### config.mk
export PLATFORM = sky130hd
export DESIGN_NAME = line_echo
export DESIGN_NICKNAME = d
export VERILOG_FILES = /design/src/rtl/line_echo_pkg.sv /design/src/rtl/line_buf_ram.sv /design/src/rtl/line_echo.sv
export SDC_FILE = /design/constraint.sdc
export NUM_CORES = 1
export LEC_CHECK = 0
export ABC_CLOCK_PERIOD_IN_PS = 4300
export CAP_MARGIN = 40
export CORE_ASPECT_RATIO = 0.8
export CORE_MARGIN = 10
export CORE_UTILIZATION = 50
export DETAILED_ROUTE_END_ITERATION = 10
export GPL_TIMING_DRIVEN = 0
export MAX_ROUTING_LAYER = met4
export PLACE_DENSITY = 0.65
export SLEW_MARGIN = 40
export SYNTH_ARGS = -nofsm -noshare
export SYNTH_HDL_FRONTEND = slang
export SYNTH_SLANG_ARGS = --single-unit
### constraint.sdc
create_clock -name pll_clk -period 4.3 [get_ports pll_clk]
set_input_delay 1.29 -clock pll_clk [delete_from_list [all_inputs] [get_ports pll_clk]]
set_output_delay 1.29 -clock pll_clk [all_outputs]
set_load 0.005 [all_outputs]
### src/rtl/line_echo_pkg.sv
// Shared FSM encoding, echo modes and control characters for the line echo block.
// Pure definitions; no logic, no latency.
package line_echo_pkg;

  typedef enum logic [2:0] {
    ST_IDLE,
    ST_RD_REQ,
    ST_RD_WAIT,
    ST_DISPATCH,
    ST_EMIT,
    ST_SEND_CR,
    ST_SEND_LF
  } state_t;

  typedef enum logic [1:0] {
    MODE_CHAR = 2'd0,
    MODE_LINE = 2'd1,
    MODE_REV  = 2'd2,
    MODE_RSVD = 2'd3
  } mode_t;

  localparam logic [7:0] CHAR_BS = 8'h08;
  localparam logic [7:0] CHAR_CR = 8'h0D;
  localparam logic [7:0] CHAR_LF = 8'h0A;

  // Reserved mode falls back to character echo.
  function automatic logic is_line_mode(input mode_t m);
    return (m == MODE_LINE) || (m == MODE_REV);
  endfunction

endpackage

### src/rtl/line_buf_ram.sv
// Line storage: one write port, one read port with registered read data (1 cycle).
// No backpressure; read data holds while i_rd_en is low.
module line_buf_ram #(
  parameter int DATA_W = 8,
  parameter int DEPTH  = 64,
  parameter int AW     = $clog2(DEPTH)
) (
  input  logic              pll_clk,
  input  logic              i_wr_en,
  input  logic [AW-1:0]     i_wr_addr,
  input  logic [DATA_W-1:0] i_wr_dat,
  input  logic              i_rd_en,
  input  logic [AW-1:0]     i_rd_addr,
  output logic [DATA_W-1:0] o_rd_dat
);

  logic [DATA_W-1:0] r_mem [DEPTH];
  logic [DATA_W-1:0] r_rd_dat;

  always_ff @(posedge pll_clk) begin
    if (i_wr_en) r_mem[i_wr_addr] <= i_wr_dat;
    if (i_rd_en) r_rd_dat <= r_mem[i_rd_addr];
  end

  assign o_rd_dat = r_rd_dat;

endmodule

### src/rtl/line_echo.sv
// UART echo engine: per-char echo (rx_read->tx_start 3 cycles) or buffered line echo, forward/reversed, plus CR LF.
// tx_full stalls the single output register; nothing is read from RX while a line is being emitted.
module line_echo
  import line_echo_pkg::*;
#(
  parameter int                DATA_W     = 8,
  parameter int                LINE_DEPTH = 64,
  parameter logic [DATA_W-1:0] TERM_CHAR  = DATA_W'(8'h0D)
) (
  input  logic              pll_clk,
  input  logic              rst_n,
  input  logic [1:0]        mode,
  input  logic              rx_ready,
  output logic              rx_read,
  input  logic [DATA_W-1:0] rx_byte,
  input  logic              tx_full,
  output logic              tx_start,
  output logic [DATA_W-1:0] tx_data,
  output logic              overflow,
  output logic [15:0]       line_count
);

  localparam int              AW       = $clog2(LINE_DEPTH);
  localparam int              FW       = AW + 1;
  localparam logic [FW-1:0]   FILL_MAX = FW'(LINE_DEPTH);

  state_t            r_state;
  mode_t             r_mode_q;
  logic [DATA_W-1:0] r_byte_q;
  logic [FW-1:0]     r_fill;
  logic [FW-1:0]     r_rd_cnt;
  logic              r_rd_vld;
  logic              r_out_vld;
  logic [DATA_W-1:0] r_out_dat;
  logic              r_rx_read;
  logic              r_overflow;
  logic [15:0]       r_line_count;

  logic              w_push;
  logic              w_out_free;
  logic              w_line;
  logic              w_is_bs;
  logic              w_is_term;
  logic              w_wr_en;
  logic              w_move;
  logic              w_rd_en;
  logic [AW-1:0]     w_rd_idx;
  logic [DATA_W-1:0] w_rd_dat;

  // The output register only leaves when the TX FIFO has room this very cycle.
  assign w_push     = r_out_vld && !tx_full;
  assign w_out_free = !r_out_vld || w_push;
  assign w_line     = is_line_mode(r_mode_q);
  assign w_is_bs    = (r_byte_q == DATA_W'(CHAR_BS));
  assign w_is_term  = (r_byte_q == TERM_CHAR);
  assign w_wr_en    = (r_state == ST_DISPATCH) && w_line && !w_is_bs && !w_is_term
                      && (r_fill != FILL_MAX);
  // RAM output acts as a one-deep prefetch stage in front of the output register.
  assign w_move     = (r_state == ST_EMIT) && r_rd_vld && w_out_free;
  assign w_rd_en    = (r_state == ST_EMIT) && (r_rd_cnt != r_fill) && (!r_rd_vld || w_move);
  assign w_rd_idx   = AW'((r_mode_q == MODE_REV) ? (r_fill - FW'(1) - r_rd_cnt) : r_rd_cnt);

  line_buf_ram #(
    .DATA_W (DATA_W),
    .DEPTH  (LINE_DEPTH),
    .AW     (AW)
  ) u_line_buf_ram (
    .pll_clk   (pll_clk),
    .i_wr_en   (w_wr_en),
    .i_wr_addr (r_fill[AW-1:0]),
    .i_wr_dat  (r_byte_q),
    .i_rd_en   (w_rd_en),
    .i_rd_addr (w_rd_idx),
    .o_rd_dat  (w_rd_dat)
  );

  always_ff @(posedge pll_clk) begin
    if (!rst_n) begin
      r_state      <= ST_IDLE;
      r_mode_q     <= MODE_CHAR;
      r_byte_q     <= '0;
      r_fill       <= '0;
      r_rd_cnt     <= '0;
      r_rd_vld     <= 1'b0;
      r_out_vld    <= 1'b0;
      r_out_dat    <= '0;
      r_rx_read    <= 1'b0;
      r_overflow   <= 1'b0;
      r_line_count <= '0;
    end else begin
      r_rx_read <= 1'b0;
      if (w_push) r_out_vld <= 1'b0;
      case (r_state)
        ST_IDLE: begin
          if (r_fill == '0) r_mode_q <= mode_t'(mode);
          if (rx_ready) begin
            r_rx_read <= 1'b1;
            r_state   <= ST_RD_REQ;
          end
        end
        ST_RD_REQ: r_state <= ST_RD_WAIT;
        ST_RD_WAIT: begin
          r_byte_q <= rx_byte;
          r_state  <= ST_DISPATCH;
        end
        ST_DISPATCH: begin
          if (!w_line) begin
            if (w_out_free) begin
              r_out_vld <= 1'b1;
              r_out_dat <= r_byte_q;
              r_state   <= ST_IDLE;
            end
          end else if (w_is_bs) begin
            if (r_fill != '0) r_fill <= r_fill - FW'(1);
            r_state <= ST_IDLE;
          end else if (w_is_term) begin
            r_rd_cnt <= '0;
            r_rd_vld <= 1'b0;
            r_state  <= ST_EMIT;
          end else begin
            if (r_fill == FILL_MAX) r_overflow <= 1'b1;
            else                    r_fill     <= r_fill + FW'(1);
            r_state <= ST_IDLE;
          end
        end
        ST_EMIT: begin
          if (w_move) begin
            r_out_vld <= 1'b1;
            r_out_dat <= w_rd_dat;
          end
          if (w_rd_en) begin
            r_rd_cnt <= r_rd_cnt + FW'(1);
            r_rd_vld <= 1'b1;
          end else if (w_move) begin
            r_rd_vld <= 1'b0;
          end
          if ((r_rd_cnt == r_fill) && (!r_rd_vld || w_move)) r_state <= ST_SEND_CR;
        end
        ST_SEND_CR: begin
          if (w_out_free) begin
            r_out_vld <= 1'b1;
            r_out_dat <= DATA_W'(CHAR_CR);
            r_state   <= ST_SEND_LF;
          end
        end
        ST_SEND_LF: begin
          if (w_out_free) begin
            r_out_vld    <= 1'b1;
            r_out_dat    <= DATA_W'(CHAR_LF);
            r_fill       <= '0;
            r_line_count <= r_line_count + 16'd1;
            r_state      <= ST_IDLE;
          end
        end
        default: r_state <= ST_IDLE;
      endcase
    end
  end

  assign rx_read    = r_rx_read;
  assign tx_start   = w_push;
  assign tx_data    = r_out_dat;
  assign overflow   = r_overflow;
  assign line_count = r_line_count;

endmodule

==> metrics.txt, run 1 <==
status completed; most frequent cells in the layout edfxtp_1 (520), mux2i_1 (138), nand2_1 (106); first-pass GRT wire length 87300 µm; core area approximately 47000 µm²; synthesized area approximately 24000 µm²; fin util around 58%; Bufs on Longest Clock Path 3; Layout area overhead 13.9%; Overall Power 13.2 mW; Bufs and invs on worst path 5; crit path kind flop to flop; actual slew at the worst max-slew pin around 900 ps; GPL Wtd Cong 0.887; normalized max-slew margin approximately two fifths; R2R Setup Slk 70 ps; Final nets around 1600; period utilization between 90 and 100%; delay-heaviest family, CP multiplexers; Wirelength per Cell roughly 26 µm; Comb pwr share roughly 16%; setup TNS 0 ps; skew final about 20 ps; share of layout cells above drive strength 1 ~18%; CTS Sinks 575; Slew Viols, Final 0; port bufs 39; Mapped Nets roughly 1500; yosys warns 0; largest net degree at the start of global routing 51; most common cell after layout, fill and taps aside edfxtp_1; Switch Pwr 3.45 mW; Cells after Synth between 1500 and 2000; Core Rows 71; total CTS buffers 55; Synth area leader edfxtp_1; Die Height 216 µm; sequential share of the synthesized area between 60% and 70%; Fmax 0.237 GHz; Hold Vio Cnt, Final 0; share of the synthesized area in the top cell type about two thirds; CTS tree built; die area 57200 µm²; Vias/cell between 5 and 6; first-pass iteration count of the detailed router 5; Tmin final around 4200 ps; top cells by area, synth edfxtp_1 (65%), mux4_2 (6.0%), mux2i_1 (5.9%); endpoints failing setup 0; max-cap viol count 0; EDFF count, synth 520; worst skew pair latency approximately 630 ps; die width 265 µm; Power Density roughly 480 nW/µm²; Arrival @ worst endpoint 4690 ps; Worst EP required between 4000 and 5000 ps; top_reg_cell synth edfxtp_1; diode count 0; vias in the first global route about 13000; critical path startpoint category flop; Int Power 9.79 mW; Congestion Overflow GR 0; initial DRC count about 1500; Synth Area per Inst between 15 and 20 µm²; CP Capture Type flop; Routed WL approximately 60000 µm; clock power share around 37%; Worst VDD drop 0.381 mV; Synth cell types 61; LEAKAGE a little under 9 nW; I/O pins roughly 40; initial antenna violation count 0; final hold slack about 480 ps; Initial Util roughly 51%; Seq pwr share between 40 and 50%; Detailed Place HPWL a little under 40000 µm; CP Max Fanout 10; Final ANT Viol Nets 0; DRC errors left 0; via count between 10000 and 15000; clock root buffer clkbuf_16; H-tree depth 2; Min-Delay Path Class flop to flop; CTS clk-pin slew, worst paths 70 ps; FF+latch count, synth ~580; Worst path slowest cell or4_1; Worst path max stage delay 650 ps; Tot GR Track Use between 20% and 30%; switch share 26.1%; worst-path cell chain clkbuf_2 > inv_1 > ha_1 > inv_1 > fa_1 > mux2_4 > buf_8 > buf_12 > mux2i_1 > mux2_2 > a21oi_1 > a211oi_1 > or4_1 > mux2i_1; Async SR Flop Fraction 0%
-- synthesized netlist by cell type (3+ instances only) --
master and n:
mux4_2 64, o21a_1 3, buf_6 4, a21boi_0 6
ha_1 11, edfxtp_1 520, a22oi_1 4, or3_1 8
dfxtp_1 55, nand2b_1 5, o21ai_0 15, a21oi_1 41
a211oi_1 66, buf_2 28, buf_1 6, nor3_1 4
a31oi_1 35, and3_1 6, nand3_1 17, mux2i_1 142
inv_1 13, or4_1 8, nand4_1 12, clkbuf_1 40
nand2_1 106, xor2_1 12, nor2b_1 22, o221ai_1 3
buf_4 6, and2_1 48, a21o_1 5, nor2_1 98
mux2_2 34, o211a_1 7, xnor2_1 22
-- metrics by stage --
stage	setup WS, ps	std cells	area, µm²
floorplan	883	1511	24000
global placement	-575	2170	25200
detailed placement	-676	2178	25400
CTS	12.7	2280	27200
global route	-17.8	2280	27300
finish	74.5	2280	27300
-- path summary, 6_finish.rpt --
kind                                end       from  cells past startpoint
min reg2reg                    overflow   overflow                      1
max          u_line_buf_ram.o_rd_dat[5]  r_fill[0]                     14
max reg2reg  u_line_buf_ram.o_rd_dat[5]  r_fill[0]                     14
min                            overflow   overflow                      1
-- power groups by stage --
stage,Sequential (mW),Combinational [mW],Clock (mW)
global placement,6.49,1.92,0
global route,6.27,2.25,5.15
finish,6.27,2.12,4.85
detailed placement,6.39,2.06,0
CTS,6.27,2.09,4.93
floorplan,6.39,1.31,0
-- worst register-to-register path: cells and delay by family, from the launching register on --
family | cells | cell delay [ps]
AND/OR/NAND/NOR | 1 | 650
multiplexers | 4 | 980
AO/OA/AOI/OAI | 2 | 250
flip-flops | 1 | 450
adder cells (fa/ha/maj) | 2 | 820
buffers and inverters | 5 | 920
-- layer usage --
| metal | part of all wire [%] | wire length, µm | vias up | track usage [%] |
|---|---|---|---|---|
| met2 | 45 | 26900 | 504 | 31.0 |
| met4 | 2.3 | 1360 | 0 | 5.95 |
| met3 | 6.9 | 4110 | 90 | 3.95 |
| met5 | 0 | 0 | - | - |
| li1 | - | - | 6066 | - |
| met1 | 45 | 26800 | 6898 | 29.8 |
-- registers in the layout, indices dropped and copies added (netlist names), 2 cells and up --
signal	flops
tx_data	8
u_line_buf_ram.r_mem	512
r_fill	7
r_mode_q	2
line_count	16
u_line_buf_ram.o_rd_dat	8
r_state	3
r_byte_q	8
r_rd_cnt	7
-- cell type report --
cell class                 instances  area, µm²
fill                            3691      19900
sequential                       575      16700
multi-input combinational        832       6870
clock buffer                      73       1490
tap                              620        776
timing repair buffer              48        558
buffer                            89        543
clock inverter                    29        299
inverter                          14       52.6
-- what timing repair did --
action / CTS / global route
hold endpoints to repair: 0 / 0
setup endpoints to repair: 8 / 8
pin swaps: 0 / 0
hold buffers: 0 / 0
gates resized for setup: 20 / 18
buffers inserted: 0 / 1
-- kinds of logic (layout without fill, tap and decap cells) --
group | Yosys count | in the layout | share of synthesized area [%]
adders and majority gates | 12 | 12 | 0.657
DFF | 575 | 575 | 69.7
muxes | 241 | 241 | 13.6
AOI/OAI and AO/OA | 197 | 197 | 5.56
and+or+nand+nor | 347 | 347 | 6.97
xor gates and xnor gates | 35 | 35 | 1.31
buffers and inverters | 104 | 253 | 2.23
Note: power is estimated with default switching activity, not from simulation.
==> run 2, diff against run 1 <==
--- a/config.mk
+++ b/config.mk
@@ -11,6 +11,7 @@
 export CORE_MARGIN = 10
 export CORE_UTILIZATION = 50
 export DETAILED_ROUTE_END_ITERATION = 10
+export GPL_ROUTABILITY_DRIVEN = 0
 export GPL_TIMING_DRIVEN = 0
 export MAX_ROUTING_LAYER = met4
 export PLACE_DENSITY = 0.65
@@ -18,3 +19,4 @@
 export SYNTH_ARGS = -nofsm -noshare
 export SYNTH_HDL_FRONTEND = slang
 export SYNTH_SLANG_ARGS = --single-unit
+export TNS_END_PERCENT = 50
==> metrics.txt, run 2 (same netlist as run 1, synthesis figures left out) <==
Min-Delay Path Class flop to flop (unchanged); H-tree depth 2 (unchanged); Storage cell area 16700 µm² (unchanged); RSZ-0062 raised after global routing yes; core area 47300 µm² (unchanged); pre-CTS setup slack -464 ps (was -676 ps); actual slew at the worst max-slew pin 908 ps (was 910 ps); CTS Sinks 575 (unchanged); Worst EP required 4610 ps (was 4760 ps); Final nets 1639 (was 1641); via count 13448 (was 13558); CTS tree built (unchanged); initial antenna violation count 0 (unchanged); setup TNS 0 ps (unchanged); Arrival @ worst endpoint 4500 ps (was 4690 ps); Fill cells 3649 (was 3691); skew final 28.6 ps (was 20.3 ps); Top reg by flops u_line_buf_ram.r_mem (unchanged); final setup margin 106 ps (was 74.5 ps); total CTS buffers 54 (was 55); CTS clk-pin slew, worst paths 60 ps (was 70 ps); Placed Area 25400 µm² (about the same); fin util 57.8% (about the same); vias in the first global route 13221 (was 13324); normalized max-slew margin 39.3% (was 39.1%); endpoints failing setup 0 (unchanged); crit path kind flop to flop (unchanged); Die Height 216 µm (unchanged); Detailed Place HPWL 38400 µm (was 39300 µm); Routed WL 57400 µm (was 59200 µm); port bufs 39 (unchanged); Vias/cell 5.90 (was 5.95); first-pass iteration count of the detailed router 6 (was 5); first-pass GRT wire length 85400 µm (was 87300 µm); Fmax 0.238 GHz (was 0.237 GHz); Tmin final 4190 ps (was 4230 ps); final hold slack 474 ps (was 480 ps); Design Area, Final 27300 µm² (about the same); max FFs per register 512 (unchanged); initial DRC count 1476 (was 1502); Final ANT Viol Nets 0 (unchanged); critical path startpoint category flop (unchanged); share of layout cells above drive strength 1 17.9% (was 17.5%); max-cap viol count 0 (unchanged); DRC errors left 0 (unchanged); Slew Viols, Final 0 (unchanged); CP Capture Type flop (unchanged); Non-Filler Instances 2278 (was 2280); period utilization 97.5% (was 98.3%); largest net degree at the start of global routing 45 (was 51); I/O pins 41 (unchanged); Core Rows 71 (unchanged); status completed (unchanged); most frequent cells in the layout edfxtp_1 (520), mux2i_1 (135), nand2_1 (106) (was edfxtp_1 (520), mux2i_1 (138), nand2_1 (106)); die width 265 µm (unchanged); most common cell after layout, fill and taps aside edfxtp_1 (unchanged); Bufs on Longest Clock Path 3 (unchanged); Overall Power 13.2 mW (about the same); diode count 0 (unchanged); worst skew pair latency 600 ps (was 630 ps); LEAKAGE 8.86 nW (was 8.88 nW); clock root buffer clkbuf_16 (unchanged); Congestion Overflow GR 0 (unchanged); Hold Vio Cnt, Final 0 (unchanged); placed cell count 2178 (unchanged); Layout area overhead 13.9% (about the same); die area 57200 µm² (unchanged); area of the multi-input gates 6870 µm² (about the same); Wirelength per Cell 25.2 µm (was 26.0 µm); Initial Util 50.8% (unchanged); Worst VDD drop 0.401 mV (was 0.381 mV); Tot GR Track Use 20.4% (was 21.1%); CP Max Fanout 10 (unchanged); setup bufs post-CTS 0 (unchanged); Power Density 483 nW/µm² (was 484 nW/µm²)
run 2: final timing paths:
path	startpoint	cells past startpoint	end	slack (ps)
max	r_fill[0]	14	u_line_buf_ram.o_rd_dat[0]	110
min	overflow	1	overflow	470
max reg2reg	r_fill[0]	14	u_line_buf_ram.o_rd_dat[0]	110
min reg2reg	overflow	1	overflow	470
run 2: power breakdown:
part | internal [mW] | leakage, nW | switching [mW]
Combinational | 0.848 | 3.04 | 1.25
Sequential | 6.19 | 4.95 | 0.0906
Clock | 2.76 | 0.867 | 2.06
Total | 9.79 | 8.86 | 3.40
run 2: worst max-delay path: stages, from the launching register on:
cell      delay (ps)
dfxtp_1          430
clkbuf_2         230
inv_1            120
ha_1             310
inv_1            190
fa_1             500
mux2_4           290
buf_8            160
buf_6            170
buf_2            200
a211oi_1         320
a31oi_1          110
a211oi_1         510
or4_1            270
mux2i_1          100
run 2: layout make-up:
class	instances	area share [%]
timing repair buffer	47	2.02
sequential	575	61.3
multi-input combinational	832	25.2
tap	620	2.84
clock inverter	33	1.22
inverter	14	0.192
clock buffer	68	5.33
buffer	89	1.94
run 2: repair_timing:
| action | CTS | global route |
|---|---|---|
| hold buffers | 0 | 0 |
| gates resized for setup | 16 | 25 |
| endpoints found under the hold margin | 0 | 0 |
| endpoints found under the setup margin | 8 | 8 |
run 2: per-layer routing:
metal / wire length (µm) / global-route usage [%]
met3: 4340 / 4.57
met4: 1080 / 4.17
met5: 0 / -
met2: 26100 / 30.5
met1: 25900 / 28.3
==> patch (flow settings as in run 2) <==
Put one more register stage on the output `line_count`, without a reset. The value now appears one clock later. The other outputs are not delayed to match.
--- a/src/rtl/line_echo.sv
+++ b/src/rtl/line_echo.sv
@@ -162,5 +162,7 @@
   assign tx_data    = r_out_dat;
   assign overflow   = r_overflow;
-  assign line_count = r_line_count;
+  always_ff @(posedge pll_clk) begin
+    line_count <= r_line_count;
+  end
 
 endmodule
Function: changed (Yosys sat finds a counterexample within 10 cycles, from zero or initial values and one cycle with rst_n low).
==> patch against run 2 <==
- cell area rose by 2.2%
- sequential share of layout area decreased by 0.14 points
- critical path type unchanged
- setup slack lost 0.067 ns
- total power increased by 0.69%
- routed wire length up 27%
- largest cell class unchanged
- area after synthesis rose by 0.83%
- sequential cell count increased by 16
==> patch: results (changes against run 2) <==
- Placed instance count: 2587 (was 2178)
- Number of cells on the worst hold path: 0 (was 1)
- Global-route usage over all layers: 25.5% (was 20.4%)
- Top cells by instance count after synthesis: sky130_fd_sc_hd__edfxtp_1, sky130_fd_sc_hd__nand2_1, sky130_fd_sc_hd__nor2_1, sky130_fd_sc_hd__a311oi_1, sky130_fd_sc_hd__nand3_1 (was sky130_fd_sc_hd__edfxtp_1, sky130_fd_sc_hd__mux2i_1, sky130_fd_sc_hd__nand2_1, sky130_fd_sc_hd__nor2_1, sky130_fd_sc_hd__a211oi_1)
- Xor/xnor share of the synthesized area: 1.33% (was 1.31%)
- Unique masters post-synth: 55 (was 61)
- Largest vdd supply drop: 0.314 mV (was 0.401 mV)
- Portion of netlist area occupied by mux cells: 1.87% (was 13.6%)
- Comb_multi_in: 1180 (was 832)
- Arrival @ worst endpoint: 4.72 ns (was 4.50 ns)
- Final std cells w/o fill: 2693 (was 2278)
- Met3 Use GR: 7.38% (was 4.57%)
- Detailed Route Iter0 Violations: 2434 (was 1476)
- Vias in the first global route: 15700 (was 13200)
- Fraction of layout instances using a drive strength above 1: 12.8% (was 17.9%)
- Filler instances: 3779 (was 3649)
- Signal buffers share of area: 4.43% (was 3.95%)
- Maximum number of pins on one net before global-route repair: 51 (was 45)
- Clk_skew: 0.0258 ns (was 0.0286 ns)
- Cell class contributing the biggest share of worst-path delay: compound AO/OA/AOI/OAI gates (was buffers and inverters)
- Adder-Cell Fraction of Synth Area: 0.652% (was 0.657%)
- Status: finished clean (unchanged)
- Via count: 16800 (was 13400)
- Die Outline Area: 0.0576 mm² (was 0.0572 mm²)
- Startpoint of the lowest-slack hold path: r_line_count[15] (was overflow)
- Clock buf/inv share: 6.62% (was 6.55%)
- Capture endpoint of the worst hold path: line_count[15] (was overflow)
- Synth Register Bits: 591 (was 575)
- Area of all sequential standard cells: 0.0171 mm² (was 0.0167 mm²)
- Total CTS buffers: 55 (was 54)
[patch: changes by cell type after synthesis, sizes merged, moves of 28 or more]
cell,run 2,this run
nand2,106,406
mux2i,142,44
a311oi,1,96
nand3,17,96
mux4,64,0
and3,6,40
mux2,35,1
clkbuf,42,75
nor3,4,36
nor2,98,126
[patch: cells by family (layout without fill, tap and decap cells)]
kind of cell / Yosys count / count (layout)
flip-flops: 591 / 591
XOR/XNOR: 36 / 36
buffers and inverters: 139 / 293
adder cells (fa/ha/maj): 12 / 12
AO/OA/AOI/OAI: 297 / 297
AND/OR/NAND/NOR: 790 / 790
multiplexers: 45 / 45
[patch: timing repair]
action / in CTS / in global routing
endpoints found under the setup margin: 8 / 8
buffers inserted: 6 / 0
hold buffers: 0 / 0
gates resized for setup: 67 / 53
